`config.mk`:
```
export PLATFORM = sky130hd
export DESIGN_NAME = pcie_rxcrdt_monitor
export DESIGN_NICKNAME = d
export VERILOG_FILES = /design/src/rtl/pcie_rxcrdt_monitor.sv
export SDC_FILE = /design/constraint.sdc
export NUM_CORES = 1
export LEC_CHECK = 0
export ABC_CLOCK_PERIOD_IN_PS = 2450
export BUFFER_PORTS_ARGS = -buffer_cell sky130_fd_sc_hd__buf_2
export CAP_MARGIN = 25
export CORE_AREA = 10 10 401 403
export CTS_CLUSTER_DIAMETER = 60
export DETAILED_ROUTE_END_ITERATION = 8
export DIE_AREA = 0 0 411 413
export HOLD_SLACK_MARGIN = 0.03
export PLACE_DENSITY = 0.3
export SYNTH_ARGS = -nofsm -noshare
export SYNTH_HDL_FRONTEND = slang
export SYNTH_SLANG_ARGS = --single-unit
```
`constraint.sdc`:
```
create_clock -name clk -period 2.45 [get_ports clk]
set_input_delay 0.3675 -clock clk [delete_from_list [all_inputs] [get_ports clk]]
set_output_delay 0.3675 -clock clk [all_outputs]
set_load 0.02 [all_outputs]
```
`src/rtl/pcie_rxcrdt_monitor.sv`:
```
// Receive-side PCIe credit monitor: decodes SOP headers on the completion and request
// streams, accumulates header/data credits, and rotates the counters out as credit words.
module pcie_rxcrdt_monitor #(
    parameter int          TDATA_WIDTH   = 512,
    parameter int unsigned CPL_HDR_INIT  = 256,
    parameter int unsigned CPL_DATA_INIT = 256,
    parameter int unsigned P_HDR_INIT    = 128,
    parameter int unsigned P_DATA_INIT   = 128,
    parameter int unsigned NP_HDR_INIT   = 128,
    parameter int unsigned NP_DATA_INIT  = 128
) (
    input  logic                   clk,
    input  logic                   rst,
    input  logic                   cpld_tvalid,
    input  logic                   cpld_tready,
    input  logic                   cpld_tlast,
    input  logic [TDATA_WIDTH-1:0] cpld_tdata,
    input  logic                   req_tvalid,
    input  logic                   req_tready,
    input  logic                   req_tlast,
    input  logic [TDATA_WIDTH-1:0] req_tdata,
    output logic                   crdt_valid,
    input  logic                   crdt_ready,
    output logic [18:0]            crdt_data
);

    function automatic logic [8:0] f_credits(input logic [9:0] len);
        logic [10:0] sum;
        sum = {1'b0, len} + 11'd3;
        return (len == 10'd0) ? 9'd256 : sum[10:2];
    endfunction

    logic        r_cpl_sop, r_req_sop;
    logic        r_cpl_apply, r_req_apply;
    logic        r_pend_cplh, r_pend_ph, r_pend_nph;
    logic [8:0]  r_pend_cpld, r_pend_pd, r_pend_npd;
    logic [15:0] r_cnt_ph, r_cnt_nph, r_cnt_cplh, r_cnt_pd, r_cnt_npd, r_cnt_cpld;
    logic        r_crdt_valid;
    logic [18:0] r_crdt_data;

    logic        w_cpl_beat, w_req_beat;
    logic [7:0]  w_cpl_ft, w_req_ft;
    logic        w_cpl_is_cpl, w_cpl_has_data, w_req_posted, w_req_has_data;
    logic [8:0]  w_cpl_cr, w_req_cr;
    logic [2:0]  w_next_idx, w_load_idx;
    logic [15:0] w_sel_cnt;
    logic        w_unused_tdata;

    assign w_cpl_beat     = cpld_tvalid && cpld_tready;
    assign w_req_beat     = req_tvalid && req_tready;
    assign w_cpl_ft       = cpld_tdata[31:24];
    assign w_req_ft       = req_tdata[31:24];
    assign w_cpl_is_cpl   = (w_cpl_ft[4:0] == 5'b01010) || (w_cpl_ft[4:0] == 5'b01011);
    assign w_cpl_has_data = w_cpl_ft[6];
    assign w_req_has_data = w_req_ft[6];
    assign w_req_posted   = (w_req_ft == 8'h40) || (w_req_ft == 8'h60) || (w_req_ft[4:3] == 2'b10);
    assign w_cpl_cr       = f_credits(cpld_tdata[9:0]);
    assign w_req_cr       = f_credits(req_tdata[9:0]);
    assign w_unused_tdata = ^{cpld_tdata, req_tdata};

    // Rotation order 0,1,2,4,5,6; the very first word after reset shows the current index (0).
    always_comb begin
        w_next_idx = 3'd0;
        case (r_crdt_data[18:16])
            3'd0:    w_next_idx = 3'd1;
            3'd1:    w_next_idx = 3'd2;
            3'd2:    w_next_idx = 3'd4;
            3'd4:    w_next_idx = 3'd5;
            3'd5:    w_next_idx = 3'd6;
            default: w_next_idx = 3'd0;
        endcase
        w_load_idx = r_crdt_valid ? w_next_idx : r_crdt_data[18:16];
        w_sel_cnt  = 16'd0;
        case (w_load_idx)
            3'd0:    w_sel_cnt = r_cnt_ph;
            3'd1:    w_sel_cnt = r_cnt_nph;
            3'd2:    w_sel_cnt = r_cnt_cplh;
            3'd4:    w_sel_cnt = r_cnt_pd;
            3'd5:    w_sel_cnt = r_cnt_npd;
            3'd6:    w_sel_cnt = r_cnt_cpld;
            default: w_sel_cnt = 16'd0;
        endcase
    end

    always_ff @(posedge clk) begin
        if (rst) begin
            r_cpl_sop    <= 1'b1;
            r_req_sop    <= 1'b1;
            r_cpl_apply  <= 1'b0;
            r_req_apply  <= 1'b0;
            r_pend_cplh  <= 1'b0;
            r_pend_ph    <= 1'b0;
            r_pend_nph   <= 1'b0;
            r_pend_cpld  <= 9'd0;
            r_pend_pd    <= 9'd0;
            r_pend_npd   <= 9'd0;
            r_cnt_ph     <= 16'(P_HDR_INIT);
            r_cnt_nph    <= 16'(NP_HDR_INIT);
            r_cnt_cplh   <= 16'(CPL_HDR_INIT);
            r_cnt_pd     <= 16'(P_DATA_INIT);
            r_cnt_npd    <= 16'(NP_DATA_INIT);
            r_cnt_cpld   <= 16'(CPL_DATA_INIT);
            r_crdt_valid <= 1'b0;
            r_crdt_data  <= 19'd0;
        end else begin
            if (w_cpl_beat)
                r_cpl_sop <= cpld_tlast;
            if (w_req_beat)
                r_req_sop <= req_tlast;

            if (w_cpl_beat && r_cpl_sop) begin
                r_pend_cplh <= w_cpl_is_cpl;
                r_pend_cpld <= (w_cpl_is_cpl && w_cpl_has_data) ? w_cpl_cr : 9'd0;
            end
            if (w_req_beat && r_req_sop) begin
                r_pend_ph  <= w_req_posted;
                r_pend_nph <= !w_req_posted;
                r_pend_pd  <= (w_req_posted && w_req_has_data) ? w_req_cr : 9'd0;
                r_pend_npd <= (!w_req_posted && w_req_has_data) ? w_req_cr : 9'd0;
            end

            // Pending values are consumed the cycle after tlast, so a new SOP may overwrite them then.
            r_cpl_apply <= w_cpl_beat && cpld_tlast;
            r_req_apply <= w_req_beat && req_tlast;

            if (r_cpl_apply) begin
                r_cnt_cplh <= r_cnt_cplh + {15'd0, r_pend_cplh};
                r_cnt_cpld <= r_cnt_cpld + {7'd0, r_pend_cpld};
            end
            if (r_req_apply) begin
                r_cnt_ph  <= r_cnt_ph  + {15'd0, r_pend_ph};
                r_cnt_nph <= r_cnt_nph + {15'd0, r_pend_nph};
                r_cnt_pd  <= r_cnt_pd  + {7'd0, r_pend_pd};
                r_cnt_npd <= r_cnt_npd + {7'd0, r_pend_npd};
            end

            if (!r_crdt_valid || crdt_ready) begin
                r_crdt_valid <= 1'b1;
                r_crdt_data  <= {w_load_idx, w_sel_cnt};
            end
        end
    end

    assign crdt_valid = r_crdt_valid;
    assign crdt_data  = r_crdt_data;

endmodule

```
* After elaboration in Yosys (flattened, before gate mapping)
Index checks and enable logic that the tools add are counted.
Word-level totals: bits in registers 150, bits of input ports 1033, output and inout port bits 20, logic and storage cells 67
Cells by class: add/subtract/negate cells 8, equal/unequal tests 14, multiplexer cells 8, reduce and logical (&&, ||, !) cells 19
Operators by type and width (number):
- 16-bit one-hot mux with 6 select lines | 1
- 16-bit by 1-bit adder with 16-bit output | 3
- 16-bit by 9-bit adder with 16-bit output | 3
- 9-bit two-way mux | 5
- 10-bit by 2-bit adder with 11-bit output (second input constant) | 2
- 10-bit zero test | 2
- 8-bit by 7-bit equality test with 1-bit output (second input constant) | 2
- 3-bit equality test (second input constant) | 5
- 3-bit one-hot mux with 5 select lines | 1
- 5-bit by 4-bit equality test with 1-bit output (second input constant) | 2
- 1-bit logical AND | 9
- 3-bit by 1-bit equality test with 1-bit output (second input constant) | 2
- 3-bit by 2-bit equality test with 1-bit output (second input constant) | 2
- 3-bit zero test | 2
- 1-bit logical OR | 4
- 3-bit two-way mux | 1
- 2-bit equality test (second input constant) | 1
- 1-bit zero test | 2

* Depth between registers and ports, before layout
Gate-level depths: netlist (run 1).
depth in word-level cells 6, depth in mapped cells 9, mapped depth without buffers 8

* Least setup slack after synthesis (run 1)
OpenSTA, ideal clock, no wires.
kind flip-flop to flip-flop, start point register r_cnt_cpld[0], end point register r_cnt_cpld[14], setup time 121 ps, data arrival time 2156 ps, required time 2329 ps, path slack 173 ps, cell stages (with the launch flop) 9, path buffers 0, clock period less this slack 2277 ps, path through dfxtp_1 > ha_1 > inv_1 > fa_1 > nand2b_1 > a211oi_1 > nor4_1 > nor4_1 > mux2_2
On the way: cells in the longest elaborated chain, start to end 1
RTL lines:
- start: declaration | line 37 | logic [15:0] r_cnt_ph, r_cnt_nph, r_cnt_cplh, r_cnt_pd, r_cnt_npd, r_cnt_cpld;
- start signal: assignment | line 102 | r_cnt_cpld <= 16'(CPL_DATA_INIT);
- start signal: assignment | line 128 | r_cnt_cpld <= r_cnt_cpld + {7'd0, r_pend_cpld};
- 16-bit by 9-bit adder with 16-bit output | line 128
Every way passes these cells. A chain may end at the register's enable or synchronous reset.

* Worst setup path after layout (run 1)
Ends and elaborated chain as after synthesis.

==> metrics, run 1 <==
Sink Count 150; Area growth, synth to finish 44.46%; vias in the first global route 7539; Hold Violations, Final 0; die area approximately 170000 um2; core area 153000 um2; I/O Buffers 60; Syn Inst Count 1045; first-pass GRT wire length 48590 um; startpoint types flop; synth warn 0; GRT Total Usage 3.763%; Hold Path Depth 3; design area ~12000 um2; Seq/Total Area, Yosys 35.38%; TNS Setup 0 ns; num rows around 140; Critical Path Fanout Max 2; syn avg cell area 8.121 um2; # DRC 0; Post-Synthesis Cell Area between 8000 and 9000 um2; gr ovfl total 0; Worst-Margin Slew approximately 0.8 ns; area occupied by multi-input gates 5182 um2; Worst Path Required 2.79 ns; Final Critical Period 2.285 ns; CP endpoint kind flop; Critical Path End r_cnt_cpld[14]; Hold Path Class primary input to flop; initial DRC count 410; initial antenna violation count 1; CTS buffer count 17; Post-synth EDFFs 0; via count 7778; Worst slew margin a little under half; DP HPWL 24610 um; Setup-failing EPs final 0; largest net degree at the start of global routing 67; slowest cell on the critical path mux2_2; Mapped Nets 2114; most used cell, CP nor4_1; chip height 413 um; Worst Reg2Reg Path Length in Cells 9; P_leak 3.984 nW; status completed; number of buffers inserted by hold repair at cts 0; clock transition at the registers of the reported paths 0.06 ns; CP max stage delay 0.37 ns; RSZ-0062 raised after global routing false; Synth Register Bits 150; Top Family by Delay on Critical Path simple AND/OR/NAND/NOR gates; Final Power 5.599 mW; RR Startpoint r_cnt_cpld[0]; htree depth 4; Max Clock Skew 0.008950 ns; vias per inst roughly 2.4; CTS tree yes; register area 3004 um2; # diodes 0; Worst Setup SP r_cnt_cpld[0]; Slew Limit Fails 0; Cell variety after synth 62; Cell Chain, Critical Path ha_2 > inv_1 > fa_2 > nand2b_4 > a211oi_2 > buf_4 > nor4_1 > nor4_1 > mux2_2; per-cell routed wire length between 10 and 15 um; Reg2Reg Capture Point r_cnt_cpld[14]; Async SR Flop Fraction 0%; CTS max path bufs 2; Tcrit/Tclk final between 90% and 100%; Routed Antenna Nets 0; nets around 2.2k; initial core utilization 5.548%; worst setup path category flop to flop; f_max approximately 440 MHz; crit path buf inv count 2; chip width 411 um; Worst-Skew Late Latency 0.45 ns; final WL around 32000 um; PwrDens 456.6 nW/um2; placed inst area ~12000 um2; peak supply drop 0.4797 mV; stages on the worst setup path 9; io pins around 1.1k; placer's final routability congestion estimate 0.7087; layout cells sized above 1 16.23%; clock root cell clkbuf_16; dominant synthesized flop cell dfxtp_1; Max Cap Viol 0; DR pass1 iterations 5; # fillers 17.90k; WP data arrival between 2 and 3 ns; FF-to-FF setup slack about 0.16 ns
[area by class of cell]
type / instances / area share (%)
Multi-Input combinational cell: 814 / 42.27
Clock buffer: 21 / 3.674
Timing Repair Buffer: 117 / 6.776
Sequential cell: 150 / 24.50
Inverter: 28 / 0.8572
Tap cell: 2044 / 20.86
Clock inverter: 10 / 1.061
[synth_stat cells, types with 4 or more instances]
cell,number,share of area [%]
a22oi_1,33,2.9
nand4_1,23,1.7
nor2b_1,23,1.7
a31o_2,4,0.41
a21oi_1,69,4.1
and4_1,4,0.41
o31ai_1,7,0.62
nor2_1,116,5.1
a22o_1,10,1.0
xor2_1,31,3.2
o21bai_1,4,0.35
nand3_1,43,2.5
nor4_1,9,0.66
xnor2_1,20,2.1
mux2_2,21,2.8
o21a_1,8,0.71
clkbuf_1,39,1.7
dfxtp_1,150,35
a41oi_1,13,1.3
and3_1,30,2.2
nand2_1,116,5.1
or3_1,13,0.96
o21ai_0,42,2.5
nor3_1,23,1.4
inv_1,27,1.2
or4_1,6,0.53
ha_1,33,4.9
a21o_1,12,1.1
o211ai_1,4,0.35
a31oi_1,16,1.2
buf_2,9,0.53
a211oi_1,11,0.97
nor3b_1,4,0.35
nand3b_1,4,0.35
mux2i_1,17,2.0
[stage by stage]
step	cells	hold slack [ns]	utilization, %	setup WS (ns)
after floorplan	1045	0.4318	-	0.1728
after global placement	3152	0.4517	7.614	-0.006919
after detailed placement	3152	0.4599	7.614	-0.03043
after CTS	3183	0.1436	8.000	0.02927
after global routing	3184	0.1825	8.015	0.0003362
final	3184	0.1702	8.015	0.1645
[state kept, by name, summed over array words and instances (netlist names)]
register     flops
crdt_data       19
r_cnt_cpld      16
r_cnt_cplh      16
r_cnt_npd       16
r_cnt_nph       16
r_cnt_pd        16
r_cnt_ph        16
r_pend_cpld      9
r_pend_npd       9
r_pend_pd        9
crdt_valid       1
r_cpl_apply      1
r_cpl_sop        1
r_pend_cplh      1
r_pend_nph       1
r_pend_ph        1
r_req_apply      1
r_req_sop        1
[timing repair]
action	CTS	global route
setup endpoints to repair	2	5
buffers inserted	0	1
resized for setup	2	6
pin swaps	1	2
[per-layer routing]
metal	part of all wire, %	global-route usage (%)	vias to the layer above
met5	0	0	-
met3	4.0	0.8534	21
met1	55	5.543	3649
li1	-	-	3991
met4	2.0	1.467	0
met2	39	5.178	117
[report_power, final]
group          total, mW  leakage [nW]  switching, mW  internal, mW
sequential          2.48          1.21         0.0212          2.46
combinational      0.397          2.49          0.259         0.137
clock               2.72         0.282           1.11          1.61
total               5.60          3.98           1.39          4.21
[cell usage in the layout (no fill, tap or decap), types with 5 or more instances in the layout]
master / n
xnor2_1: 20
or4_1: 6
a211oi_1: 10
a41oi_1: 13
buf_2: 59
clkbuf_16: 17
a21o_1: 12
ha_1: 32
nor4_1: 9
o21ai_0: 41
mux2_2: 21
nand4_1: 23
and3_1: 30
o21a_1: 8
xor2_1: 31
mux2i_1: 17
nand3_1: 43
a22oi_1: 33
buf_4: 50
o31ai_1: 7
nor3_1: 23
nor2_1: 116
inv_1: 27
or3_1: 13
a22o_1: 10
nor2b_1: 23
buf_12: 8
nand2_1: 116
a21oi_1: 69
clkinv_2: 5
dfxtp_1: 149
a31oi_1: 16
[worst min path at each step]
stage	slack, ns	from	end
2_1_floorplan	0.43	r_pend_npd[7]	r_pend_npd[7]
4_1_cts	0.14	req_tlast	r_req_sop
6_report	0.17	req_tlast	r_req_sop
3_3_place_gp	0.45	r_pend_cpld[3]	r_pend_cpld[3]
5_1_grt	0.18	req_tlast	r_req_apply
3_5_place_dp	0.46	r_cpl_sop	r_cpl_sop
[cell families (layout without fill, tap and decap cells)]
| kind of cell | after synthesis | in the layout | share of synthesized area [%] |
|---|---|---|---|
| AO/OA/AOI/OAI | 260 | 260 | 20.33 |
| XOR/XNOR | 51 | 51 | 5.263 |
| adder cells (fa/ha/maj) | 36 | 36 | 5.573 |
| buffers and inverters | 81 | 176 | 3.848 |
| flip-flops | 150 | 150 | 35.38 |
| multiplexers | 38 | 38 | 4.791 |
| AND/OR/NAND/NOR | 429 | 429 | 24.81 |
[worst reg2reg max path: stages, from the launching register on]
cell and delay (ns):
dfxtp_1 0.33, ha_2 0.18, inv_1 0.05, fa_2 0.36
nand2b_4 0.16, a211oi_2 0.17, buf_4 0.15, nor4_1 0.06
nor4_1 0.35, mux2_2 0.37
(Power assumes the default switching activity.)
==> run 2: changes to the inputs <==
- CTS_CLUSTER_DIAMETER: 60 -> 150
- GPL_TIMING_DRIVEN: default -> 0
==> run 2 against run 1 <==
- hold slack worse by 0.0042 ns
- largest cell class unchanged
- wire length is 14% higher
- critical path depth is 1 lower
- clock power hardly changed
- fmax is 3.1% lower
- combinational power is 3% higher
- highest routed layer unchanged
- largest power group unchanged
==> metrics, run 2 (synthesized netlist as in run 1, its figures left out) <==
via count 7988 (+2.7%); Worst Setup SP r_cnt_cpld[0]; startpoint types flop; first-pass GRT wire length 53290 um (+9.7%); f_max 424.0 MHz (-3.1%); CTS buffer count 17 (unchanged); layout cells sized above 1 14.07% (-2.2 points); Slew Limit Fails 0 (unchanged); initial DRC count 589 (+44%); vias in the first global route 7846 (+4.1%); worst hold margin 0.1660 ns (-0.004158 ns); Final Power 5.635 mW (+0.64%); CP endpoint kind flop; Routed Antenna Nets 0 (unchanged); max reg flops 19 (unchanged); largest net degree at the start of global routing 17 (-75%); htree depth 4 (unchanged); status completed; most used cell, CP nor4_2; chip width 411 um (unchanged); TNS Setup 0 ns (unchanged); # fillers 17.94k (+0.18%); CTS max path bufs 2 (unchanged); initial antenna violation count 0 (-1); placer's final routability congestion estimate 0.7234 (+2.1%); DR pass1 iterations 5 (unchanged); core area 153000 um2 (unchanged); per-cell routed wire length 11.44 um (+14%); Critical Path End r_cnt_cpld[14]; Hold Path Class primary input to flop; number of buffers inserted by hold repair at cts 0 (unchanged); GRT Total Usage 4.234% (+0.47 points); Final WS setup 0.09159 ns (-0.07295 ns); slowest cell on the critical path fa_1; Critical Path Fanout Max 4 (+2); P_leak 3.805 nW (-4.5%); Reg2Reg Capture Point r_cnt_cpld[14]; # diodes 0 (unchanged); vias per inst 2.511 (+2.8%); Max Clock Skew 0.01239 ns (+0.003439 ns); nets 2194 (-0.14%); PwrDens 467.1 nW/um2 (+2.3%); Final Critical Period 2.358 ns (+0.07295 ns); Worst slew margin 35.39% (-11 points); CTS tree yes; die area 169700 um2 (unchanged); Worst-Margin Slew 0.9691 ns (+0.1703 ns); # DRC 0 (unchanged); Worst Reg2Reg Path Length in Cells 8 (-1); Sink Count 150 (unchanged); most common cell after layout, fill and taps aside dfxtp_1; clock transition at the registers of the reported paths 0.06 ns (about the same); Tcrit/Tclk final 96.26% (+3.0 points); clock root cell clkbuf_16; Worst-Skew Late Latency 0.45 ns (about the same); gr ovfl total 0 (unchanged); CP max stage delay 0.41 ns (+0.04 ns); num rows 144 (unchanged); peak supply drop 0.5350 mV (+12%); design area 12060 um2 (-1.6%); Max Cap Viol 0 (unchanged); Worst Path Required 2.79 ns (about the same); commonest non-fill, non-tap cells in the layout 146 x dfxtp_1, 116 x nor2_1, 116 x nand2_1; DP HPWL 28870 um (+17%); io pins 1053 (unchanged); Hold Violations, Final 0 (unchanged); I/O Buffers 59 (-1.7%); placed inst area 11370 um2 (-2.4%); worst setup path category flop to flop; Setup-failing EPs final 0 (unchanged); WP data arrival 2.70 ns (+0.08 ns); FF-to-FF setup slack 0.09 ns (-0.07 ns); final WL 36400 um (+14%); Cell Chain, Critical Path ha_4 > inv_1 > fa_1 > nand2b_4 > a211oi_4 > nor4_2 > nor4_2 > mux2_2; RR Startpoint r_cnt_cpld[0]; Area growth, synth to finish 42.15%; pre-CTS setup slack -0.9024 ns (-0.8720 ns); chip height 413 um (unchanged); initial core utilization 5.548% (unchanged)
## run 2: through the flow
step           util, %  instances
4_1_cts          7.838       3181
3_5_place_dp     7.431       3149
2_1_floorplan        -       1045
5_1_grt          7.887       3181
3_3_place_gp     7.413       3148
6_report         7.887       3181
## run 2: area by class of cell
cell class	instances	area, um2	share of cell area (%)
Buffer	52	227.7	1.888
Clock inverter	8	96.34	0.7986
Timing Repair Buffer	62	337.8	2.800
Inverter	28	105.1	0.8712
Clock buffer	23	488.0	4.045
Sequential cell	150	3010	24.95
Multi-Input combinational cell	814	5241	43.45
Tap cell	2044	2557	21.20
## run 2: repair_timing
action | 4_1_cts | 5_1_grt
pin swaps | 3 | 4
hold endpoints to repair | 0 | 0
buffers inserted | 1 | 1
endpoints found under the setup margin | 90 | 26
gates resized for setup | 12 | 23
## run 2: routing by layer
metal / wire length [um] / GRT usage [%] / up-vias / share of wire (%)
li1: - / - / 3991 / -
met1: 19870 / 6.345 / 3808 / 55
met2: 14580 / 5.931 / 171 / 40
met3: 1439 / 0.8306 / 18 / 4.0
met4: 519 / 1.338 / 0 / 1.4
met5: 0 / 0 / - / 0
## run 2: worst min path at each step
stage	start	to	slack (ns)	depth (start not counted)
after floorplan	r_pend_npd[7]	r_pend_npd[7]	0.43	2
after global placement	r_pend_cpld[3]	r_pend_cpld[3]	0.45	2
after detailed placement	r_pend_cpld[3]	r_pend_cpld[3]	0.46	2
after CTS	req_tlast	r_req_sop	0.15	3
after global routing	req_tlast	r_req_apply	0.17	2
final	req_tlast	r_req_sop	0.17	3
## run 2: critical path, delay by kind of cell (launching register included)
kind / cells / cell delay (ns)
fa+ha+maj: 2 / 0.56
buf+inv: 1 / 0.05
simple gates: 3 / 0.56
compound gates: 1 / 0.36
mux: 1 / 0.36
flops: 1 / 0.37
## run 2: power by group
part           switching (mW)  internal (mW)
Combinational           0.292          0.118
Clock                    1.14           1.60
Sequential             0.0246           2.46
